**config.mk**
```make
export PLATFORM = sky130hd
export DESIGN_NAME = fetch_unit
export DESIGN_NICKNAME = d
export VERILOG_FILES = /design/src/rtl/fetch_pkg.sv /design/src/rtl/fetch_fifo.sv /design/src/rtl/fetch_unit.sv
export SDC_FILE = /design/constraint.sdc
export NUM_CORES = 1
export LEC_CHECK = 0
export BUFFER_PORTS_ARGS = -buffer_cell sky130_fd_sc_hd__buf_2
export CAP_MARGIN = 20
export CORE_ASPECT_RATIO = 0.6
export CORE_MARGIN = 5
export CORE_UTILIZATION = 60
export CTS_CLUSTER_SIZE = 24
export DETAILED_ROUTE_END_ITERATION = 7
export PLACE_DENSITY = 0.95
export REMOVE_ABC_BUFFERS = 1
export SLEW_MARGIN = 15
export SYNTH_ARGS = -nofsm -noshare
export SYNTH_HDL_FRONTEND = slang
export SYNTH_HIERARCHICAL = 1
export SYNTH_SLANG_ARGS = --single-unit
```
**constraint.sdc**
```tcl
create_clock -name clk -period 19.5 [get_ports clk]
set_input_delay 3.9 -clock clk [delete_from_list [all_inputs] [get_ports clk]]
set_output_delay 3.9 -clock clk [all_outputs]
set_load 0.03 [all_outputs]
```
**src/rtl/fetch_pkg.sv**
```systemverilog
// Shared types and constants for the fetch stage.
// fetch_entry_t : one instruction buffer entry {pc, instr, arm}
// pend_entry_t  : tag kept for each in-flight memory request {pc, arm}
// NOP_*         : canonical no-op encodings for both ISAs
package fetch_pkg;

  typedef struct packed {
    logic [31:0] pc;
    logic [31:0] instr;
    logic        arm;
  } fetch_entry_t;

  typedef struct packed {
    logic [31:0] pc;
    logic        arm;
  } pend_entry_t;

  localparam logic [31:0] NOP_RISCV = 32'h0000_0013;
  localparam logic [31:0] NOP_ARM   = 32'hE1A0_0000;

endpackage

```
**src/rtl/fetch_fifo.sv**
```systemverilog
// Small synchronous FIFO with show-ahead head, synchronous clear and an
// occupancy count. Used both as the instruction buffer and as the tag
// queue for requests still waiting for their memory response.
// Ports:
//   clk, rst         clock, asynchronous active-low reset
//   clear            empty the FIFO on the next edge (wins over push/pop)
//   push, push_data  write an entry (ignored when full and not popping)
//   pop              discard the head entry (ignored when empty)
//   head             current head entry, valid only while !empty
//   count, empty     occupancy
module fetch_fifo #(
  parameter int WIDTH = 65,
  parameter int DEPTH = 2
) (
  input  logic                     clk,
  input  logic                     rst,
  input  logic                     clear,
  input  logic                     push,
  input  logic [WIDTH-1:0]         push_data,
  input  logic                     pop,
  output logic [WIDTH-1:0]         head,
  output logic [$clog2(DEPTH):0]   count,
  output logic                     empty
);

  localparam int AW = $clog2(DEPTH);
  localparam int CW = AW + 1;

  logic [WIDTH-1:0] mem [DEPTH];
  logic [AW-1:0]    wr_ptr;
  logic [AW-1:0]    rd_ptr;
  logic             full;
  logic             do_push;
  logic             do_pop;

  assign empty   = (count == '0);
  assign full    = (count == CW'(DEPTH));
  assign do_pop  = pop && !empty;
  assign do_push = push && (!full || do_pop);
  assign head    = mem[rd_ptr];

  // Pointers wrap naturally because DEPTH is a power of two.
  always_ff @(posedge clk or negedge rst) begin
    if (!rst) begin
      wr_ptr <= '0;
      rd_ptr <= '0;
      count  <= '0;
    end else if (clear) begin
      wr_ptr <= '0;
      rd_ptr <= '0;
      count  <= '0;
    end else begin
      if (do_push) wr_ptr <= wr_ptr + AW'(1);
      if (do_pop)  rd_ptr <= rd_ptr + AW'(1);
      case ({do_push, do_pop})
        2'b10:   count <= count + CW'(1);
        2'b01:   count <= count - CW'(1);
        default: count <= count;
      endcase
    end
  end

  // Storage needs no reset: the head is only meaningful while !empty.
  always_ff @(posedge clk) begin
    if (do_push && !clear) mem[wr_ptr] <= push_data;
  end

endmodule

```
**src/rtl/fetch_unit.sv**
```systemverilog
// Fetch stage of the combined ARM/RISC-V pipeline.
// Issues word-aligned requests on a valid/ready channel, collects in-order
// variable-latency responses into an instruction buffer and presents the
// buffer head to decode. Execute-stage redirects flush the buffer and mark
// every request still in flight as wrong-path.
// Ports:
//   clk, rst                      clock, asynchronous active-low reset
//   imem_req_valid/ready, imem_addr   request channel
//   imem_rsp_valid, imem_rsp_data     response channel (no back-pressure)
//   RedirectE, RedirectPCE, RedirectArmE   redirect from execute
//   StallD                        decode holds its current input
//   RDD, PCF, PCPlus4F, ArmF      head instruction, its PC, PC+4, ISA mode
//   InstrValidF                   head valid (0 = bubble)
module fetch_unit
  import fetch_pkg::*;
#(
  parameter int          DEPTH     = 2,
  parameter logic [31:0] RESET_PC  = 32'h0000_0000,
  parameter logic        RESET_ARM = 1'b0
) (
  input  logic        clk,
  input  logic        rst,
  output logic        imem_req_valid,
  input  logic        imem_req_ready,
  output logic [31:0] imem_addr,
  input  logic        imem_rsp_valid,
  input  logic [31:0] imem_rsp_data,
  input  logic        RedirectE,
  input  logic [31:0] RedirectPCE,
  input  logic        RedirectArmE,
  input  logic        StallD,
  output logic [31:0] RDD,
  output logic [31:0] PCF,
  output logic [31:0] PCPlus4F,
  output logic        ArmF,
  output logic        InstrValidF
);

  localparam int CW = $clog2(DEPTH) + 1;

  logic [31:0]   pc_q;
  logic          arm_q;
  logic          started_q;
  logic [CW-1:0] drop_q;

  logic [CW-1:0] outstanding;
  logic [CW-1:0] ibuf_count;
  logic [CW:0]   in_use;
  logic          ibuf_empty;
  logic          pend_empty;
  logic          req_fire;
  logic          rsp_take;
  logic          ibuf_push;
  logic          ibuf_pop;

  pend_entry_t   pend_head;
  pend_entry_t   pend_new;
  fetch_entry_t  ibuf_head;
  fetch_entry_t  ibuf_new;

  // The tag queue holds exactly one entry per request still owed a
  // response (wrong-path ones included), so its occupancy is the
  // outstanding count.
  assign in_use         = {1'b0, outstanding} + {1'b0, ibuf_count};
  assign imem_req_valid = started_q && !RedirectE && (in_use < (CW+1)'(DEPTH));
  assign imem_addr      = pc_q;
  assign req_fire       = imem_req_valid && imem_req_ready;
  assign rsp_take       = imem_rsp_valid && !pend_empty;
  assign ibuf_push      = rsp_take && !RedirectE && (drop_q == '0);
  assign ibuf_pop       = !ibuf_empty && !StallD && !RedirectE;

  assign pend_new = '{pc: pc_q, arm: arm_q};
  assign ibuf_new = '{pc: pend_head.pc, instr: imem_rsp_data, arm: pend_head.arm};

  fetch_fifo #(.WIDTH($bits(pend_entry_t)), .DEPTH(DEPTH)) u_pend (
    .clk      (clk),
    .rst      (rst),
    .clear    (1'b0),
    .push     (req_fire),
    .push_data(pend_new),
    .pop      (rsp_take),
    .head     (pend_head),
    .count    (outstanding),
    .empty    (pend_empty)
  );

  fetch_fifo #(.WIDTH($bits(fetch_entry_t)), .DEPTH(DEPTH)) u_ibuf (
    .clk      (clk),
    .rst      (rst),
    .clear    (RedirectE),
    .push     (ibuf_push),
    .push_data(ibuf_new),
    .pop      (ibuf_pop),
    .head     (ibuf_head),
    .count    (ibuf_count),
    .empty    (ibuf_empty)
  );

  // PC/mode tracking. started_q keeps the request channel quiet for the
  // first cycle after reset release.
  always_ff @(posedge clk or negedge rst) begin
    if (!rst) begin
      pc_q      <= RESET_PC;
      arm_q     <= RESET_ARM;
      started_q <= 1'b0;
    end else begin
      started_q <= 1'b1;
      if (RedirectE) begin
        pc_q  <= RedirectPCE;
        arm_q <= RedirectArmE;
      end else if (req_fire) begin
        pc_q <= pc_q + 32'd4;
      end
    end
  end

  // On redirect every request left in flight after this edge belongs to
  // the cancelled path; no request can fire in a redirect cycle, and a
  // response taken in that cycle is already discarded.
  always_ff @(posedge clk or negedge rst) begin
    if (!rst) begin
      drop_q <= '0;
    end else if (RedirectE) begin
      drop_q <= outstanding - CW'(rsp_take);
    end else if (rsp_take && (drop_q != '0)) begin
      drop_q <= drop_q - CW'(1);
    end
  end

  assign InstrValidF = !ibuf_empty;
  assign RDD         = ibuf_empty ? 32'd0 : ibuf_head.instr;
  assign PCF         = ibuf_empty ? 32'd0 : ibuf_head.pc;
  assign PCPlus4F    = ibuf_empty ? 32'd0 : ibuf_head.pc + 32'd4;
  assign ArmF        = ibuf_empty ? 1'b0  : ibuf_head.arm;

endmodule

```
Word level (Yosys, flattened, before mapping). Memories as Yosys holds them, arrays and structs flattened. Cells that the tools add are included.

Multiplexer cells: 19. Reduce and logical (&&, ||, !) cells: 32. Equal/unequal tests: 6. Order comparisons: 1. $add $sub $neg: 13.

Operators by type and width (count): $mux 32 (5); $add 32x3->32 const B (2); $logic_and 1x1->1 (14); $reduce_bool 2->1 (6); $mux 1 (9); $eq 2x2->1 const B (4); $pmux 2 s2 (2); $logic_not 1->1 (6); $logic_not 2->1 (3); $mux 2 (3); $sub 2x1->2 const B (3); $add 1x1->1 const B (4); $add 2x1->2 const B (2); $eq 2x1->1 const B (2); $add 2x2->3 (1); $lt 3x2->1 const B (1); $reduce_bool 3->1 (1); $logic_or 1x1->1 (2); $sub 2x1->2 (1).

Input bits: 71. Register bits after elaboration: 44. Memories: 2. Output and inout port bits: 131. Logic and storage cells: 83. RAM bits: 196.

Memory list: u_ibuf.mem (words 2, width 65, rd ports 1, clocked after memory_dff 0, write ports 1, line fetch_fifo.sv:29) `logic [WIDTH-1:0] mem [DEPTH];`; u_pend.mem (words 2, width 33, rd ports 1, clocked after memory_dff 0, write ports 1, line fetch_fifo.sv:29).

Longest topological paths before layout. Gate-level depths: netlist (run 1).

Word-level depth: 10. Gate-level depth with buffers: 10. Depth with buffers taken out: 8.

By module. The synthesis (run 1) kept the hierarchy.

Modules (own cells, without submodules): fetch_fifo (u_ibuf) (area an instance 4956.0 um^2, cells an instance 227, times used 1, seq. area each 4003.8 um^2); fetch_unit (area an instance 3266.9 um^2, cells an instance 425, times used 1, seq. area each 900.9 um^2); fetch_fifo (u_pend) (area an instance 2635.0 um^2, cells an instance 128, times used 1, seq. area each 2082.0 um^2).

Worst setup path after synthesis (run 1). OpenSTA, ideal clock, no wires.

Path type: in2reg. Start point: input port RedirectE. End point: memory u_ibuf.mem[1][0] (enable). Path slack: 9.126 ns. Stages on the path: 6. Library setup time: 0.581 ns. Data required time: 18.919 ns. Path buffers: 2. Arrival: 9.793 ns. Cells stage by stage: clkbuf_1 > buf_6 > nor3_1 > nand2b_1 > o21ai_2 > nor3b_1.

Cells in the longest elaborated chain, start to end: 8. Elaborated cells between the ends (all ways): 10. Those cells by class: mux: 2; reduce/logical: 8.

RTL lines: start: declaration (line fetch_unit.sv:28) `input logic RedirectE,`; $logic_not 1->1 (line fetch_unit.sv:70) `assign ibuf_pop = !ibuf_empty && !StallD && !RedirectE;`; $logic_and 1x1->1 (line fetch_unit.sv:70); via ibuf_pop (line fetch_unit.sv:54) `logic ibuf_pop;`; $logic_and 1x1->1 (line fetch_fifo.sv:38) `assign do_pop = pop && !empty;`; $logic_or 1x1->1 (line fetch_fifo.sv:39) `assign do_push = push && (!full || do_pop);`; $logic_and 1x1->1 (line fetch_fifo.sv:39); $logic_and 1x1->1 (line fetch_fifo.sv:65) `if (do_push && !clear) mem[wr_ptr] <= push_data;`; $mux 1 (line fetch_fifo.sv:65); $mux 1 (implied by the code) (line fetch_fifo.sv:65); end: declaration (line fetch_fifo.sv:29).

The timed path passes the listed nets, and every way through them passes these cells.

Worst setup path after layout (run 1).
Start point: input port RedirectE. End point: output port imem_req_valid.

Cells in the longest elaborated chain, start to end: 3.

RTL lines: $logic_not 1->1 (line fetch_unit.sv:65) `assign imem_req_valid = started_q && !RedirectE && (in_use < (CW+1)'(DEPTH));`; $logic_and 1x1->1 (2 in a row) (line fetch_unit.sv:65); end: declaration (line fetch_unit.sv:23) `output logic imem_req_valid,`.

No other way between the ends.

==> metrics, run 1 <==
pre-CTS setup slack 10.62 ns; worst-path maximum fanout slightly below 60; share of cells above drive strength 1 0.353; worst slew slack as a fraction of its limit 0.397; cell type of the slowest stage on the worst timing path sky130_fd_sc_hd__nor4b_4; Worst Hold Class reg2reg; CP startpoint kind primary input; capturing element type of the critical path output pin; clock tree skew after final layout between 0.015 and 0.02 ns; drt pass-1 iters 6; final core utilization 0.715; number of instances resized during post-cts repair 0; number of antenna violations at the first check in global routing 3; H-tree levels 1; Cell Area, Placed 0.0121 mm2; Total Power around 1.1 mW; Starting DRT DRC Count approximately 570; run status finished clean; longest individual stage delay on the worst path approximately 0.40 ns; portion of the post-synthesis area used by sequential elements 0.643; DIE HEIGHT between 100 and 150 um; pin count of the biggest net entering global routing 66; Bufs on Longest Clock Path 3; fill cell instance count of the final layout approximately 1200; required time of the critical path ~16 ns; row count 38; # port buffers roughly 200; hold buffers post-CTS 0; Max Cap Viol 0; post-route DRC violation count 0; top_reg_cell synth sky130_fd_sc_hd__edfxtp_1; via count of the first global-routing pass 7052; most common cell after layout, fill and taps aside sky130_fd_sc_hd__buf_2; count of vias placed by the detailed router 7172; Die W between 150 and 200 um; count of yosys warnings during synthesis 6; worst IR drop on VDD 0.0000598 V; Final Hold Slack roughly 0.47 ns; setup repair after global routing missed its margin false; clock tree from TritonCTS yes; Final #Nets 1069; number of instances in the synthesized netlist 780; average wire length per cell after detail routing roughly 20 um; growth of design area from synthesis to finish 18.0%; final weighted congestion in routability-driven placement between 0.8 and 0.9; TritonCTS Buffers 22; I/O pin total 202; Crit Path Class in2out; Starting Density 0.606; number of nets with antenna violations after detailed routing 0; FF-to-FF End u_pend/mem[1][15]$_DFFE_PP_; post-synthesis register bit count 240; total global routing overflow 0; setup TNS 0 ns; Synth Cell Area 0.0109 mm2; maximum clock frequency between 0.1 and 0.15 GHz; number of sinks on the clock net between 200 and 250; dominant cell type by count on the critical path sky130_fd_sc_hd__buf_2; mean post-synth cell area 13.9 um2; insertion delay to the later sink of the worst-skew pair around 0.51 ns; Cell Pwr Density about 82 mW/mm2; worst reg2reg path startpoint u_pend/count[0]$_DFFE_PN0P_; final standard cell area without fillers roughly 0.013 mm2; Leakage Power 4.93 nW; Critical Path, Cell by Cell buf_2 > buf_4 > nor4b_4 > buf_2; final-report setup violation count 0; clock slew seen by the registers of the worst setup and hold paths roughly 0.060 ns; leading cell types in the layout, fill and taps excluded sky130_fd_sc_hd__buf_2 (202), sky130_fd_sc_hd__edfxtp_1 (196), sky130_fd_sc_hd__mux2_2 (78), sky130_fd_sc_hd__nor2b_1 (75), sky130_fd_sc_hd__nor2_1 (60); global-route wire length before repair approximately 38000 um; number of endpoints with negative hold slack in the final report 0; Final Instance Count excl. Fillers around 1200; Floorplan Core Area 0.0179 mm2; Avg Vias per Cell approximately 5.7; Min-Delay Path Depth 0; hold path startpoint arm_q$_DFFE_PN0P_; async set or reset register ratio after synthesis 0.183; number of instances in the placed design ~1200; final worst-path cycle share 0.454; cell chosen for the clock root sky130_fd_sc_hd__clkbuf_16; buffers inserted during post-CTS setup optimization 0; worst setup slack after layout roughly 11 ns; Worst-Margin Slew 0.897 ns; synth unique cells between 50 and 60; min Tclk post-route 8.86 ns; WHS Endpoint u_pend/mem[1][0]$_DFFE_PP_; antenna diode count 0; max-slew violations 0; floorplan die area 0.0210 mm2; Total Routed Length 24400 um; arrival time of the worst setup path around 5.0 ns; R2R cell count 8; flop2flop setup slack approximately 16 ns; all-layer global routing usage 0.231; number of flops mapped to enable cells by yosys approximately 200; Detail Placement HPWL approximately 17000 um
-- worst max-delay path, delay by kind of cell --
kind | cells | cell delay, ns
and+or+nand+nor | 1 | 0.40
buffers and inverters | 3 | 0.67
-- routing by layer --
layer,up-vias,track usage,part of all wire
met5,-,0,0.0018
met2,331,0.373,0.46
met4,6,0.0561,0.025
met1,3470,0.327,0.43
li1,3307,-,-
met3,58,0.0473,0.084
-- cells in the mapped netlist (4+ instances only) --
| library cell | instances | share of area |
|---|---|---|
| sky130_fd_sc_hd__edfxtp_1 | 196 | 0.54 |
| sky130_fd_sc_hd__mux2_2 | 78 | 0.081 |
| sky130_fd_sc_hd__nor2b_1 | 75 | 0.043 |
| sky130_fd_sc_hd__nor2_1 | 62 | 0.021 |
| sky130_fd_sc_hd__dfrtp_1 | 44 | 0.10 |
| sky130_fd_sc_hd__nand2_1 | 43 | 0.015 |
| sky130_fd_sc_hd__nand3_1 | 27 | 0.012 |
| sky130_fd_sc_hd__xor2_1 | 26 | 0.021 |
| sky130_fd_sc_hd__mux2_1 | 24 | 0.025 |
| sky130_fd_sc_hd__nand4_1 | 22 | 0.013 |
| sky130_fd_sc_hd__o21ai_0 | 22 | 0.010 |
| sky130_fd_sc_hd__clkbuf_1 | 16 | 0.0055 |
| sky130_fd_sc_hd__and3_1 | 11 | 0.0063 |
| sky130_fd_sc_hd__inv_1 | 11 | 0.0038 |
| sky130_fd_sc_hd__o311ai_0 | 9 | 0.0073 |
| sky130_fd_sc_hd__a21oi_1 | 7 | 0.0032 |
| sky130_fd_sc_hd__buf_4 | 7 | 0.0048 |
| sky130_fd_sc_hd__a21o_1 | 6 | 0.0041 |
| sky130_fd_sc_hd__a221o_1 | 6 | 0.0055 |
| sky130_fd_sc_hd__buf_6 | 6 | 0.0062 |
| sky130_fd_sc_hd__nor3_1 | 6 | 0.0028 |
| sky130_fd_sc_hd__nand3b_1 | 5 | 0.0035 |
| sky130_fd_sc_hd__o211ai_1 | 5 | 0.0035 |
| sky130_fd_sc_hd__xnor2_1 | 5 | 0.0040 |
| sky130_fd_sc_hd__a22oi_1 | 4 | 0.0028 |
| sky130_fd_sc_hd__ha_1 | 4 | 0.0046 |
| sky130_fd_sc_hd__nor4_2 | 4 | 0.0046 |
-- power breakdown --
part	leakage, nW	internal [mW]	total (mW)	switching (mW)
Sequential	2.31	0.566	0.582	0.0165
Combinational	2.28	0.0241	0.0697	0.0456
Clock	0.332	0.221	0.398	0.178
Total	4.93	0.811	1.05	0.240
-- cell families (layout without fill, tap and decap cells) --
kind of cell / count (synthesis) / count (layout) / share of synthesized area
muxes: 106 / 106 / 0.110
DFF: 240 / 240 / 0.643
and+or+nand+nor: 283 / 283 / 0.147
other: 2 / 8 / 0.000692
buffers and inverters: 44 / 267 / 0.0221
adders and majority gates: 5 / 5 / 0.00645
AOI/OAI and AO/OA: 69 / 69 / 0.0449
xor gates and xnor gates: 31 / 31 / 0.0250
-- layout make-up --
type,instances,area (um2),share of cell area
sequential,240,6990,0.546
multi-input combinational,502,3680,0.287
timing repair buffer,215,1120,0.0875
clock buffer,30,611,0.0477
tap,240,300,0.0234
clock inverter,10,61.3,0.00479
inverter,12,45.0,0.00352
-- how the worst max path moves through the flow --
stage	startpoint	end	slack (ns)	cells past startpoint
2_1_floorplan	imem_rsp_valid	u_ibuf/mem[1][0]$_DFFE_PP_	9.43	4
3_3_place_gp	RedirectE	imem_req_valid	10.65	4
3_5_place_dp	RedirectE	imem_req_valid	10.62	4
4_1_cts	RedirectE	imem_req_valid	10.62	4
5_1_grt	RedirectE	imem_req_valid	10.56	4
6_report	RedirectE	imem_req_valid	10.64	4
-- sequential cells by signal, summed over array words and instances (netlist names) --
signal	flops
u_ibuf/count	2
started_q	1
u_ibuf/mem	130
drop_q	2
imem_addr	32
u_ibuf/wr_ptr	1
u_pend/wr_ptr	1
u_ibuf/rd_ptr	1
u_pend/mem	66
u_pend/count	2
arm_q	1
u_pend/rd_ptr	1
Power figures use the tool's default switching activity.
==> run 2, diff against run 1 <==
--- a/config.mk
+++ b/config.mk
@@ -9,10 +9,10 @@
 export CAP_MARGIN = 20
 export CORE_ASPECT_RATIO = 0.6
 export CORE_MARGIN = 5
-export CORE_UTILIZATION = 60
+export CORE_UTILIZATION = 50
 export CTS_CLUSTER_SIZE = 24
 export DETAILED_ROUTE_END_ITERATION = 7
-export PLACE_DENSITY = 0.95
+export PLACE_DENSITY = 0.86
 export REMOVE_ABC_BUFFERS = 1
 export SLEW_MARGIN = 15
 export SYNTH_ARGS = -nofsm -noshare
==> constraint.sdc (replaced) <==
create_clock -name clk -period 8.1 [get_ports clk]
set_input_delay 1.62 -clock clk [delete_from_list [all_inputs] [get_ports clk]]
set_output_delay 1.62 -clock clk [all_outputs]
set_load 0.03 [all_outputs]
==> run 2 against run 1 <==
Final cell count is 2.9% higher; total power rose by 140%; routed wire length is 2.3% higher; critical path depth increased by 3; clock-buffer cell count is 8 higher; register-to-register slack worse by 12 ns; flip-flop and latch count did not move; first-iteration DRC count up 1.1%; global-route usage shrank 3.6 points; sequential power increased by 140%; via count shrank 1.9%; largest cell class unchanged.
==> metrics, run 2 (synthesis gave the netlist of run 1 again) <==
TritonCTS Buffers 23; floorplan die area around 0.025 mm2; Leakage Power 4.91 nW; required time of the critical path between 6 and 7 ns; cell type of the slowest stage on the worst timing path sky130_fd_sc_hd__dfrtp_4; row count a little over 40; setup TNS 0 ns; Crit Path Class reg2out; share of cells above drive strength 1 0.343; setup repair after global routing missed its margin false; CP startpoint kind register; number of nets with antenna violations after detailed routing 0; DIE HEIGHT 124 um; hold buffers post-CTS 0; Avg Vias per Cell ~5.5; buffers inserted during post-CTS setup optimization 0; final-report setup violation count 0; CP top delay family simple AND/OR/NAND/NOR gates; Total Power between 2 and 3 mW; Detail Placement HPWL 16800 um; cell chosen for the clock root sky130_fd_sc_hd__clkbuf_16; Max Cap Viol 0; clock slew seen by the registers of the worst setup and hold paths roughly 0.06 ns; Biggest register u_ibuf/mem; min Tclk post-route roughly 5.5 ns; net switching power 0.570 mW; Total Routed Length roughly 25000 um; arrival time of the worst setup path around 3.8 ns; Final #Nets between 1000 and 1500; capturing element type of the critical path output pin; number of antenna violations at the first check in global routing 0; max FFs per register between 100 and 150; met3 usage 0.0411; Worst Hold Class reg2reg; growth of design area from synthesis to finish 18.2%; number of instances in the placed design about 1200; grt met2 use 0.309; maximum clock frequency between 0.15 and 0.2 GHz; I/O pin total roughly 200; worst slew slack as a fraction of its limit 0.265; global-route track usage on met1 0.283; leading cell types in the layout, fill and taps excluded sky130_fd_sc_hd__buf_2 (200), sky130_fd_sc_hd__edfxtp_1 (196), sky130_fd_sc_hd__mux2_2 (78), sky130_fd_sc_hd__nor2b_1 (75), sky130_fd_sc_hd__nor2_1 (60); H-tree levels 1; power share of the combinational group 0.066; worst-path maximum fanout 66; final worst-path cycle share 0.673; # port buffers about 200; average wire length per cell after detail routing slightly below 20 um; insertion delay to the later sink of the worst-skew pair roughly 0.50 ns; all-layer global routing usage 0.194; Top Usage Layer GRT met2; most common cell after layout, fill and taps aside sky130_fd_sc_hd__buf_2; Critical Path, Cell by Cell mux2_2 > nand4_1 > nor4_4 > nand3_1 > xor2_1 > nor2_1 > buf_2; clock network fraction of total power 0.381; Starting DRT DRC Count 571; Cell Pwr Density 198 mW/mm2; final weighted congestion in routability-driven placement around 0.86; number of endpoints with negative hold slack in the final report 0; buffering stage count on the worst path with inverters included 1; Worst-Margin Slew between 1 and 1.5 ns; drt pass-1 iters 5; number of instances resized during post-cts repair 0; Starting Density 0.512; pin count of the biggest net entering global routing between 60 and 70; Floorplan Core Area between 0.02 and 0.025 mm2; share of total power consumed by net switching 0.225; total internal power between 1.5 and 2 mW; run status finished clean; Bufs on Longest Clock Path 3; number of sinks on the clock net 240; global-route wire length before repair between 30000 and 40000 um; count of vias placed by the detailed router ~7000; clock tree from TritonCTS yes; flop2flop setup slack 4.05 ns; worst IR drop on VDD ~0.00015 V; antenna diode count 0; max-slew violations 0; Die W between 200 and 250 um; final core utilization 0.606; sequential share of power 0.553; post-route DRC violation count 0; longest individual stage delay on the worst path around 1.1 ns; clock tree skew after final layout approximately 0.0078 ns; via count of the first global-routing pass between 6000 and 7000; Final Instance Count excl. Fillers 1285; total global routing overflow 0; fill cell instance count of the final layout 1625
## run 2: cell types whose count changed in the layout (fill, tap and decap cells not counted), sizes merged
cell      change
clkinv        -6
buf           -4
clkinvlp      -1
clkbuf        +8
## run 2: metrics by stage
step | instance area, um2 | setup slack (ns) | hold WS (ns)
finish | 12800 | 2.65 | 0.498
global route | 12800 | 2.40 | 0.510
global placement | 12200 | 3.09 | 0.475
floorplan | 10700 | 0.306 | 0.438
CTS | 12800 | 2.59 | 0.491
detailed placement | 12200 | 2.90 | 0.480
## run 2: area by class of cell
class	count	area, um2	area share
sequential	240	6990	0.545
multi-input combinational	502	3700	0.289
timing repair buffer	211	1080	0.0844
clock buffer	38	652	0.0508
tap	279	349	0.0272
inverter	12	45.0	0.00351
clock inverter	3	12.5	0.000975
## run 2: worst paths after layout
| path | depth (start not counted) | end | startpoint |
|---|---|---|---|
| hold reg to reg | 0 | u_pend/mem[0][0]$_DFFE_PP_ | arm_q$_DFFE_PN0P_ |
| min in group asynchronous | 1 | drop_q[1]$_DFFE_PN0P_ | rst |
| setup / recovery | 7 | PCPlus4F[24] | u_ibuf/rd_ptr$_DFFE_PN0P_ |
| max in group asynchronous | 1 | u_ibuf/rd_ptr$_DFFE_PN0P_ | rst |
| setup reg to reg | 8 | u_pend/mem[1][15]$_DFFE_PP_ | u_pend/count[0]$_DFFE_PN0P_ |
| hold / removal | 0 | u_pend/mem[0][0]$_DFFE_PP_ | arm_q$_DFFE_PN0P_ |
## run 2: routing by layer
metal  vias to the layer above  share of wire
met4                         0          0.014
met1                      3433           0.46
met5                         -              0
met2                       266           0.45
met3                        38          0.071
li1                       3300              -
## run 2: power groups by stage
stage	sequential, mW	clock, mW	combinational [mW]
after floorplan	1.45	0	0.0649
after global placement	1.42	0	0.163
after detailed placement	1.43	0	0.167
after CTS	1.40	0.990	0.168
after global routing	1.41	1.05	0.181
final	1.40	0.965	0.168
